[src/rtl/if_stage.sv]
// rtl/if_stage.sv - instruction fetch stage: PC, synchronous imem request, IF/ID register with stall hold
module if_stage #(
  parameter int              XLEN         = 32,
  parameter logic [XLEN-1:0] RESET_VECTOR = '0
) (
  input  logic            clk,
  input  logic            rst,
  input  logic            if_flush,
  input  logic            if2id_stall,
  input  logic [XLEN-1:0] branch_target,
  output logic            instr_req,
  output logic [XLEN-1:0] instr_addr,
  input  logic [31:0]     instr_rdata,
  output logic [XLEN-1:0] id_pc,
  output logic [31:0]     id_instr,
  output logic            id_valid
);

  localparam logic [XLEN-1:0] PC_STEP = XLEN'(4);

  logic [XLEN-1:0] pc;
  logic [XLEN-1:0] pc_next;
  logic [XLEN-1:0] id_pc_next;
  logic            id_valid_next;
  logic            hold_valid;
  logic            hold_valid_next;
  logic [31:0]     hold_instr;
  logic [31:0]     hold_instr_next;
  logic            issue;

  // A flush always issues the redirect fetch, even when decode is stalled.
  assign issue      = if_flush | ~if2id_stall;
  assign instr_req  = ~rst & issue;
  assign instr_addr = if_flush ? branch_target : pc;

  // Memory data is stale after a cycle without a request; the hold copy covers that.
  assign id_instr   = hold_valid ? hold_instr : instr_rdata;

  always_comb begin
    pc_next         = pc;
    id_pc_next      = id_pc;
    id_valid_next   = id_valid;
    hold_valid_next = hold_valid;
    hold_instr_next = hold_instr;
    if (issue) begin
      pc_next         = instr_addr + PC_STEP;
      id_pc_next      = instr_addr;
      id_valid_next   = 1'b1;
      hold_valid_next = 1'b0;
    end else if (!hold_valid) begin
      hold_instr_next = instr_rdata;
      hold_valid_next = 1'b1;
    end
  end

  always_ff @(posedge clk or posedge rst) begin
    if (rst) begin
      pc         <= RESET_VECTOR;
      id_pc      <= '0;
      id_valid   <= 1'b0;
      hold_valid <= 1'b0;
      hold_instr <= '0;
    end else begin
      pc         <= pc_next;
      id_pc      <= id_pc_next;
      id_valid   <= id_valid_next;
      hold_valid <= hold_valid_next;
      hold_instr <= hold_instr_next;
    end
  end

endmodule

[config.mk]
export PLATFORM = sky130hd
export DESIGN_NAME = if_stage
export DESIGN_NICKNAME = d
export VERILOG_FILES = /design/src/rtl/if_stage.sv
export SDC_FILE = /design/constraint.sdc
export NUM_CORES = 1
export LEC_CHECK = 0
export CORE_MARGIN = 1.5
export CORE_UTILIZATION = 40
export DETAILED_ROUTE_END_ITERATION = 16
export PLACE_DENSITY = 0.74
export REMOVE_ABC_BUFFERS = 1
export SKIP_LAST_GASP = 1
export SYNTH_ARGS = -nofsm -noshare
export SYNTH_HDL_FRONTEND = slang
export SYNTH_SLANG_ARGS = --single-unit
[constraint.sdc]
create_clock -name clk -period 5.05 [get_ports clk]
set_input_delay 1.01 -clock clk [delete_from_list [all_inputs] [get_ports clk]]
set_output_delay 1.01 -clock clk [all_outputs]
set_load 0.05 [all_outputs]
# == Word level (Yosys, flattened, before mapping) ==
# Index checks and enable logic that the tools add are counted.
# W data, S select, Z words.
# word_totals
register_bits,98
in_bits,68
# classes
n_addsub,1
mux,3
bitwise_logic,4
# ops
op,count
$mux W32,2
$add A32 B3 Y32 const B,1
$not A1 Y1,2
$and A1 B1 Y1,1
$mux W1,1
$or A1 B1 Y1,1

# == Longest topological paths before layout ==
# Gate-level depths: netlist of the first run.
# depth
ltp_word,3
depth_mapped,11
ltp_nobuf,7

# == Least setup slack after synthesis of the first run ==
# OpenSTA, ideal clock, no wires.
# synth_timing
path_kind,input -> register
startpoint,input if_flush
endpoint,register pc[28]
setup_ns,0.096
arrival_time_ns,3.905
t_required_ns,4.954
path_slack_ns,1.050
path_stages,11
path_cell_list,buf_2 buf_2 buf_2 buf_2 mux2_2 ha_1 nand4b_1 a221oi_4 nand4_2 o31a_1 o31ai_1
# synth_via
elab_chain_cells,2
# synth_lines
item,line,rtl
start: declaration,8,"input logic if_flush,"
$mux W32,34,assign instr_addr = if_flush ? branch_target : pc;
named net instr_addr[3],12,"output logic [XLEN-1:0] instr_addr,"
$add A32 B3 Y32,46,pc_next = instr_addr + PC_STEP;
end signal: assignment,64,pc <= pc_next;
end: declaration,21,logic [XLEN-1:0] pc;
# The timed path passes the listed nets, and every way through them passes these cells.
# A chain may end at the register's enable or synchronous reset.

# == Worst setup path after layout of the first run ==
# layout_timing
startpoint,input if_flush
endpoint,output instr_addr[20]
# layout_via
elab_chain_cells,1
# layout_lines
item,line
$mux W32,34
end: declaration,12
# Every way passes these cells.

==> qor.csv, run 1 <==
metric,value,unit
total_power,2.55,mW
worstSetupStartpointType,input port,
seq_area_frac_synth,46.4,%
core_area,12600,sq um
fin_crit_sh,81.0,%
synth_most_common_cell,nand2_1,
slowest_delay,710,ps
rsz0062_at_grt,false,
ant_nets,0,
postCtsHoldBufs,0,
place_hpwl,9550,um
synth_area_leaders,"dfrtp_1 (46%), mux2_2 (9.8%), nand2_1 (9.1%), mux2i_1 (4.4%), nor2_1 (3.8%)",
synthArstFlopShare,100,%
ys_ff_latch,96,
fin_skew,9.50,ps
rrSetupSlack,2520,ps
clk_latency,340,ps
critPathSlowestCell,clkdlybuf4s50_1,
reg2reg_from,pc[2],
dp_slack,961,ps
ctsResizeCount,0,
vias,4540,
arrival,3080,ps
gr-total-overflow,0,
tns,0,ps
row_count,41,
cts.sinks,96,
yosysWarnings,0,
maxCapViolations,0,
io_buffers,165,
crit_type,input port to primary output,
drt_iter0_drc,279,
hp-start,id_valid,
setup_violations,0,
cts_max_level,3,
wl_per_cell,15.0,um
cts_setup_buffers,0,
utilization,57.7,%
grt_max_degree,70,
fillers,1152,
grt_pass1_vias,4430,
synthCells,561,
io_pins,166,
synth_top_area_share,46.4,%
r2r_end,pc[30],
rr_worst_depth,7,
area_delta_synth_final,40.6,%
setup_slack,962,ps
synth_top_cell_by_area,dfrtp_1,
yosysUniqueCellTypes,44,
antenna_found_initial,0,
numCtsBuffers,9,
period_minus_slack,4090,ps
path_cells,buf_2 > buf_4 > mux2i_1 > inv_1 > clkdlybuf4s50_1,
hold_viol_final,0,
dieArea,13600,sq um
status,completed,
grt_pass1_wl,22000,um
die_w,117,um
p_leak,3.19,nW
n_antenna_cell,0,
vias_per_cell,5.08,
cts_root_buffer,clkbuf_16,
initial_core_util,41.1,%
dpl_cell_area,6990,sq um
drive_gt1_share,11.8,%
hold_end,id_valid,
cts.path.max_buffers,2,
grt_use_total,20.5,%
tightestPinTransition,1120,ps
drv_slew,0,
nNetsFinal,785,
die_y,117,um
drt_wl_total,13400,um
place.gp.congestion,0.854,
synth-edff-count,0,
dr.pass1.iters,5,
power_density,350,nW/um^2
peakVddDrop,144,uV
holdPathStages,1,
synth_ff_type,dfrtp_1,
drc_errors,0,
finish.instance_area,7290,sq um
cp-end-kind,primary output,
path_max_fanout,26,
clock.fmax,0.245,GHz
synth_common_cells,"nand2_1 (126), dfrtp_1 (96), nor2_1 (52), mux2_2 (45), a21oi_1 (38)",
hp-class,register to register,
syn_area,5180,sq um
worst_ep_required_time,4040,ps
tritoncts,built,
timing.slew.headroom,25.0,%
avgSynthCellArea,9.24,sq um
clk_pin_slew_worst_paths,60,ps
## flip-flops by register name (all words and copies together), names as in the netlist
signal	count
hold_instr	32
pc	30
id_pc	32
id_valid	1
hold_valid	1
## where the power goes
| part | internal, mW | switching (mW) |
|---|---|---|
| Clock | 0.384 | 0.294 |
| Combinational | 0.333 | 0.583 |
| Sequential | 0.880 | 0.0767 |
## critical path: cells and delay by family
kind / cells / cell delay, ps
buffers and inverters: 4 / 1680
multiplexers: 1 / 380
## cell type report
class / count / area [sq um] / area share, %
clock buffer: 9 / 225 / 3.09
clock inverter: 7 / 70.1 / 0.962
inverter: 23 / 88.8 / 1.22
multi-input combinational: 410 / 2560 / 35.1
sequential: 96 / 2400 / 33.0
tap: 172 / 215 / 2.95
timing repair buffer: 176 / 1730 / 23.7
## logic make-up after synthesis
group	count (synthesis)	synth area share [%]
buffers and inverters	55	4.44
XOR/XNOR	16	2.70
AO/OA/AOI/OAI	79	9.99
flip-flops	96	46.4
adder cells (fa/ha/maj)	1	0.241
AND/OR/NAND/NOR	246	22.0
multiplexers	68	14.2
## cells in the final DEF (no fill, tap or decap), types with 6 or more instances in the layout
cell type / instances
nor3_1: 7
clkbuf_16: 9
mux2_2: 45
inv_1: 21
nor2_1: 52
mux2i_1: 23
a21oi_1: 38
xnor2_1: 14
nand3_1: 17
nand4_1: 9
nand2_1: 126
o31ai_1: 7
o21a_1: 6
dfrtp_1: 96
clkdlybuf4s50_1: 163
nand4b_1: 7
buf_4: 12
## metal layers
layer	GRT usage, %	share of wire, %	vias up
li1	-	-	2237
met1	28.2	45	2129
met2	32.9	47	162
met3	4.12	6.8	12
met4	6.59	1.2	0
met5	0	0	-
## worst max-delay path by stage
stage	from	end	slack (ps)	cells past startpoint
after detailed placement	if_flush	instr_addr[20]	960	5
after floorplan	if_flush	instr_req	-2110	3
after global placement	if_flush	instr_addr[21]	1000	5
after CTS	if_flush	instr_addr[20]	960	5
after global routing	if_flush	instr_addr[23]	860	5
final	if_flush	instr_addr[20]	960	5
## stage by stage
step / std cells / hold WS (ps)
2_1_floorplan: 529 / 441
3_3_place_gp: 877 / 452
3_5_place_dp: 877 / 457
4_1_cts: 893 / 475
5_1_grt: 893 / 491
6_report: 893 / 468
(Power assumes the default switching activity.)
==> inputs of run 2 (changes only) <==
==> constraint.sdc (replaced) <==
create_clock -name clk -period 3.82 [get_ports clk]
set_input_delay 0.764 -clock clk [delete_from_list [all_inputs] [get_ports clk]]
set_output_delay 0.764 -clock clk [all_outputs]
set_load 0.05 [all_outputs]
==> run 2 against run 1 <==
Sequential power grew 32%. Final cell count grew 0.45%. Sequential cell count is the same. Die area is the same.
==> qor.csv, run 2 (synthesized netlist as in run 1, its figures left out) <==
metric,value,unit,change
status,completed,,
place.gp.congestion,0.863,,+1.1%
tightestPinTransition,706,ps,-419 ps
io_pins,166,,unchanged
antenna_found_initial,0,,unchanged
nNetsFinal,789,,+0.51%
p_clk_share,27.1,%,+0.5 points
seqPwrFrac,36.9,%,-0.6 points
drive_gt1_share,12.7,%,+0.90 points
path_cells,buf_2 > buf_4 > mux2i_1 > inv_1 > clkdlybuf4s50_1,,
n_antenna_cell,0,,unchanged
row_count,41,,unchanged
cts.path.max_buffers,2,,unchanged
ctsResizeCount,0,,unchanged
cts.sinks,96,,unchanged
die_w,117,um,unchanged
timing.slew.headroom,53.0,%,+28 points
worst_ep_required_time,3060,ps,-980 ps
drc_errors,0,,unchanged
clk_pin_slew_worst_paths,60,ps,about the same
crit_type,input port to primary output,,
hp-class,register to register,,
vias,4580,,+0.88%
core_area,12600,sq um,unchanged
peakVddDrop,187,uV,+30%
dpl.cell_count,881,,+0.46%
worst-path-buf-inv,4,,unchanged
final-instance-count-excl-fill,897,,+0.45%
period_minus_slack,3540,ps,
multiInputGateArea,2560,sq um,unchanged
cp-end-kind,primary output,,
fin_skew,10.1,ps,+0.637 ps
vias_per_cell,5.11,,+0.43%
drt_iter0_drc,278,,-0.36%
largestRegisters,"hold_instr: 32 flops, id_pc: 32 flops, pc: 30 flops",,
io_buffers,165,,unchanged
ant_nets,0,,unchanged
cts_root_buffer,clkbuf_16,,
gr-total-overflow,0,,unchanged
grt_pass1_wl,22500,um,+2.2%
switching_share,37.0,%,-0.39 points
area_delta_synth_final,41.5,%,
worstSetupStartpointType,input port,,
fin_crit_sh,92.7,%,
drt_wl_total,13700,um,+2.1%
cts_max_level,3,,unchanged
hold_viol_final,0,,unchanged
path_max_fanout,22,,-15%
critPathSlowestCell,clkdlybuf4s50_1,,
initial_core_util,41.1,%,unchanged
combPwrFrac,36.0,%,about the same
cpLargestDelayFamily,buffers and inverters,,
slowest_delay,710,ps,about the same
layout_common_cells,"clkdlybuf4s50_1 (160), nand2_1 (126), dfrtp_1 (96), nor2_1 (52), mux2_2 (45)",,
grt_max_degree,70,,unchanged
rsz0062_at_grt,false,,
cts_setup_buffers,0,,unchanged
p_leak,3.22,nW,+0.89%
seqCellArea,2400,sq um,unchanged
power_density,465,nW/um^2,+33%
arrival,2780,ps,-300 ps
clock.fmax,0.282,GHz,
final_common_cell,clkdlybuf4s50_1,,
grt_use_total,20.9,%,+0.40 points
tns,0,ps,unchanged
maxCapViolations,0,,unchanged
dr.pass1.iters,5,,unchanged
postCtsHoldBufs,0,,unchanged
grt_pass1_vias,4663,,+5.3%
setup_violations,0,,unchanged
clk_latency,340,ps,about the same
drv_slew,0,,unchanged
fillers,1148,,-0.35%
wl_per_cell,15.2,um,+1.7%
place_hpwl,9820,um,+2.8%
tritoncts,built,,
p_int,2.15,mW,+35%
dieArea,13600,sq um,unchanged
numCtsBuffers,9,,unchanged
p_sw,1.26,mW,+32%
die_y,117,um,unchanged
-- run 2: metal layers --
| metal | track usage, % | vias to the layer above | wire (um) |
|---|---|---|---|
| li1 | - | 2234 | - |
| met1 | 27.1 | 2180 | 6010 |
| met2 | 35.0 | 148 | 6530 |
| met3 | 4.07 | 18 | 873 |
| met4 | 7.63 | 0 | 248 |
| met5 | 0 | - | 0 |
-- run 2: through the flow --
step / instance area (sq um) / setup WS [ps] / utilization [%] / hold WS [ps] / power (mW)
2_1_floorplan: 5040 / -2850 / - / 441 / 2.06
3_3_place_gp: 7030 / 306 / 55.7 / 452 / 2.49
3_5_place_dp: 7030 / 259 / 55.7 / 456 / 2.51
4_1_cts: 7330 / 288 / 58.1 / 476 / 3.44
5_1_grt: 7330 / 160 / 58.1 / 492 / 3.58
6_report: 7330 / 277 / 58.1 / 471 / 3.41
-- run 2: final timing paths --
check	start	slack (ps)	end	cells after the start
max in group asynchronous	rst	2120	hold_instr[25]	3
min in group asynchronous	rst	890	hold_instr[7]	2
worst max register to register	pc[2]	1220	pc[30]	7
worst min register to register	hold_instr[3]	470	hold_instr[3]	2
worst max-delay path	if_flush	280	instr_addr[28]	5
worst min-delay path	hold_instr[3]	470	hold_instr[3]	2
-- run 2: area by class of cell --
cell class / instances / area share [%]
inverters: 23 / 1.21
multi-input cells: 410 / 34.9
well taps: 172 / 2.93
repair buffers: 180 / 24.0
clock inverters: 5 / 0.751
clock buffers: 11 / 3.45
flip-flops and latches: 96 / 32.8
-- run 2: power by group through the flow --
| stage | Clock, mW | Sequential [mW] | Combinational [mW] |
|---|---|---|---|
| 6_report | 0.926 | 1.26 | 1.23 |
| 3_5_place_dp | 0 | 1.28 | 1.23 |
| 4_1_cts | 0.947 | 1.26 | 1.24 |
| 5_1_grt | 0.989 | 1.28 | 1.31 |
| 2_1_floorplan | 0 | 1.43 | 0.631 |
| 3_3_place_gp | 0 | 1.27 | 1.22 |
-- run 2: worst min-delay path: stages, from the launching register on --
cell and delay, ps:
dfrtp_1 340, nand2_1 50, nand2_1 50
==> inputs of run 3 (changes only) <==
--- a/config.mk
+++ b/config.mk
@@ -5,10 +5,11 @@
 export SDC_FILE = /design/constraint.sdc
 export NUM_CORES = 1
 export LEC_CHECK = 0
+export CAP_MARGIN = 20
 export CORE_MARGIN = 1.5
 export CORE_UTILIZATION = 40
 export DETAILED_ROUTE_END_ITERATION = 16
-export PLACE_DENSITY = 0.74
+export PLACE_DENSITY_LB_ADDON = 0.15
 export REMOVE_ABC_BUFFERS = 1
 export SKIP_LAST_GASP = 1
 export SYNTH_ARGS = -nofsm -noshare
==> run 3 against run 2 <==
Sequential cell count is the same. Utilization increased by 0.29 points. Cell area up 0.49%. Clock skew down 2.8 ps. Largest power group unchanged.
==> qor.csv, run 3 (synthesized netlist as in run 1, its figures left out) <==
metric,value,unit,change
status,completed,,
total_power,3.45,mW,+1.1%
dieArea,13600,sq um,unchanged
n_antenna_cell,0,,unchanged
fin_crit_sh,87.8,%,-4.9 points
critPathSlowestCell,clkdlybuf4s50_1,,
maxCapViolations,0,,unchanged
initial_core_util,41.1,%,unchanged
dpl.cell_count,880,,-0.11%
antenna_found_initial,0,,unchanged
setup_slack,465,ps,+188 ps
wl_per_cell,15.7,um,+3.2%
tns,0,ps,unchanged
drive_gt1_share,13.7,%,+0.97 points
clk_pin_slew_worst_paths,60,ps,about the same
cts.path.max_buffers,2,,unchanged
finish.instance_area,7370,sq um,+0.49%
dr.pass1.iters,4,,-1
io_pins,166,,unchanged
dpl_cell_area,7020,sq um,about the same
final-instance-count-excl-fill,897,,unchanged
area_delta_synth_final,42.2,%,
vias,4613,,+0.72%
clk_latency,350,ps,about the same
slowest_delay,700,ps,about the same
timing.slew.headroom,48.8,%,-4.1 points
drc_errors,0,,unchanged
nNetsFinal,789,,unchanged
holdPathStages,2,,unchanged
fillers,1164,,+1.4%
grt_use_total,21.6,%,+0.72 points
grt_pass1_vias,4610,,-1.1%
final_common_cell,clkdlybuf4s50_1,,
largestRegisters,"hold_instr: 32 flops, id_pc: 32 flops, pc: 30 flops",,
hold_viol_final,0,,unchanged
io_buffers,165,,unchanged
cts_setup_buffers,0,,unchanged
reg2reg_from,pc[3],,
cts_root_buffer,clkbuf_16,,
layout_common_cells,"clkdlybuf4s50_1 (152), nand2_1 (126), dfrtp_1 (96), nor2_1 (52), mux2_2 (45)",,
cts_max_level,3,,unchanged
hold_end,hold_instr[18],,
grt_max_degree,111,,+59%
core_area,12600,sq um,unchanged
die_y,117,um,unchanged
hold_ws,471,ps,+0.599 ps
p_leak,3.25,nW,+1.1%
r2r_end,pc[28],,
rrSetupSlack,1260,ps,+40 ps
peakVddDrop,248,uV,+33%
worst_ep_required_time,3060,ps,about the same
crit_type,input port to primary output,,
hp-start,hold_instr[18],,
worstSetupStartpointType,input port,,
ctsResizeCount,0,,unchanged
drv_slew,0,,unchanged
period_minus_slack,3350,ps,-188 ps
utilization,58.4,%,+0.29 points
drt_wl_total,14100,um,+3.2%
numCtsBuffers,9,,unchanged
place.gp.congestion,0.856,,-0.76%
place_hpwl,9890,um,+0.71%
drt_iter0_drc,229,,-18%
cp-end-kind,primary output,,
gr-total-overflow,0,,unchanged
dp_slack,306,ps,+46.7 ps
row_count,41,,unchanged
die_w,117,um,unchanged
setup_violations,0,,unchanged
ant_nets,0,,unchanged
tightestPinTransition,768,ps,+62.2 ps
postCtsHoldBufs,0,,unchanged
rr_worst_depth,7,,unchanged
arrival,2590,ps,-190 ps
grt_pass1_wl,23000,um,+2.4%
path_cells,buf_2 > buf_4 > mux2i_1 > inv_1 > clkdlybuf4s50_1,,
rsz0062_at_grt,false,,
clock.fmax,0.298,GHz,+5.6%
hp-class,register to register,,
power_density,468,nW/um^2,+0.64%
vias_per_cell,5.14,,+0.72%
fin_skew,7.38,ps,-2.75 ps
cts.sinks,96,,unchanged
tritoncts,built,,
path_max_fanout,18,,-18%
[run 3: cell type report]
cell class | count | area, sq um | area share (%)
Clock buffer | 14 | 284 | 3.85
Clock inverter | 2 | 35.0 | 0.475
Inverter | 23 | 88.8 | 1.21
Multi-Input combinational cell | 410 | 2560 | 34.7
Sequential cell | 96 | 2400 | 32.6
Tap cell | 172 | 215 | 2.92
Timing Repair Buffer | 180 | 1790 | 24.2
[run 3: where the power goes]
part / leakage (nW) / internal (mW) / switching [mW]
registers: 1.14 / 1.16 / 0.0948
clock network: 0.159 / 0.579 / 0.383
logic: 1.95 / 0.446 / 0.785
total: 3.25 / 2.19 / 1.26
[run 3: routing by layer]
metal  share of wire [%]  GRT usage, %  wire length, um
met5                   0             0                0
met4                 2.0          8.11              284
met3                 8.3          6.44             1170
met2                  46          34.4             6540
met1                  43          28.1             6100
[run 3: worst max-delay path: cells and delay by family]
kind,cells,cell delay (ps)
buffers and inverters,4,1450
multiplexers,1,360
[run 3: worst max path at each step]
stage | from | to | slack [ps]
6_report | if_flush | instr_addr[11] | 470
5_1_grt | if_flush | instr_addr[30] | 360
4_1_cts | if_flush | instr_addr[11] | 470
3_5_place_dp | if_flush | pc[30] | 310
3_3_place_gp | if_flush | pc[30] | 430
2_1_floorplan | if_flush | instr_req | -2850
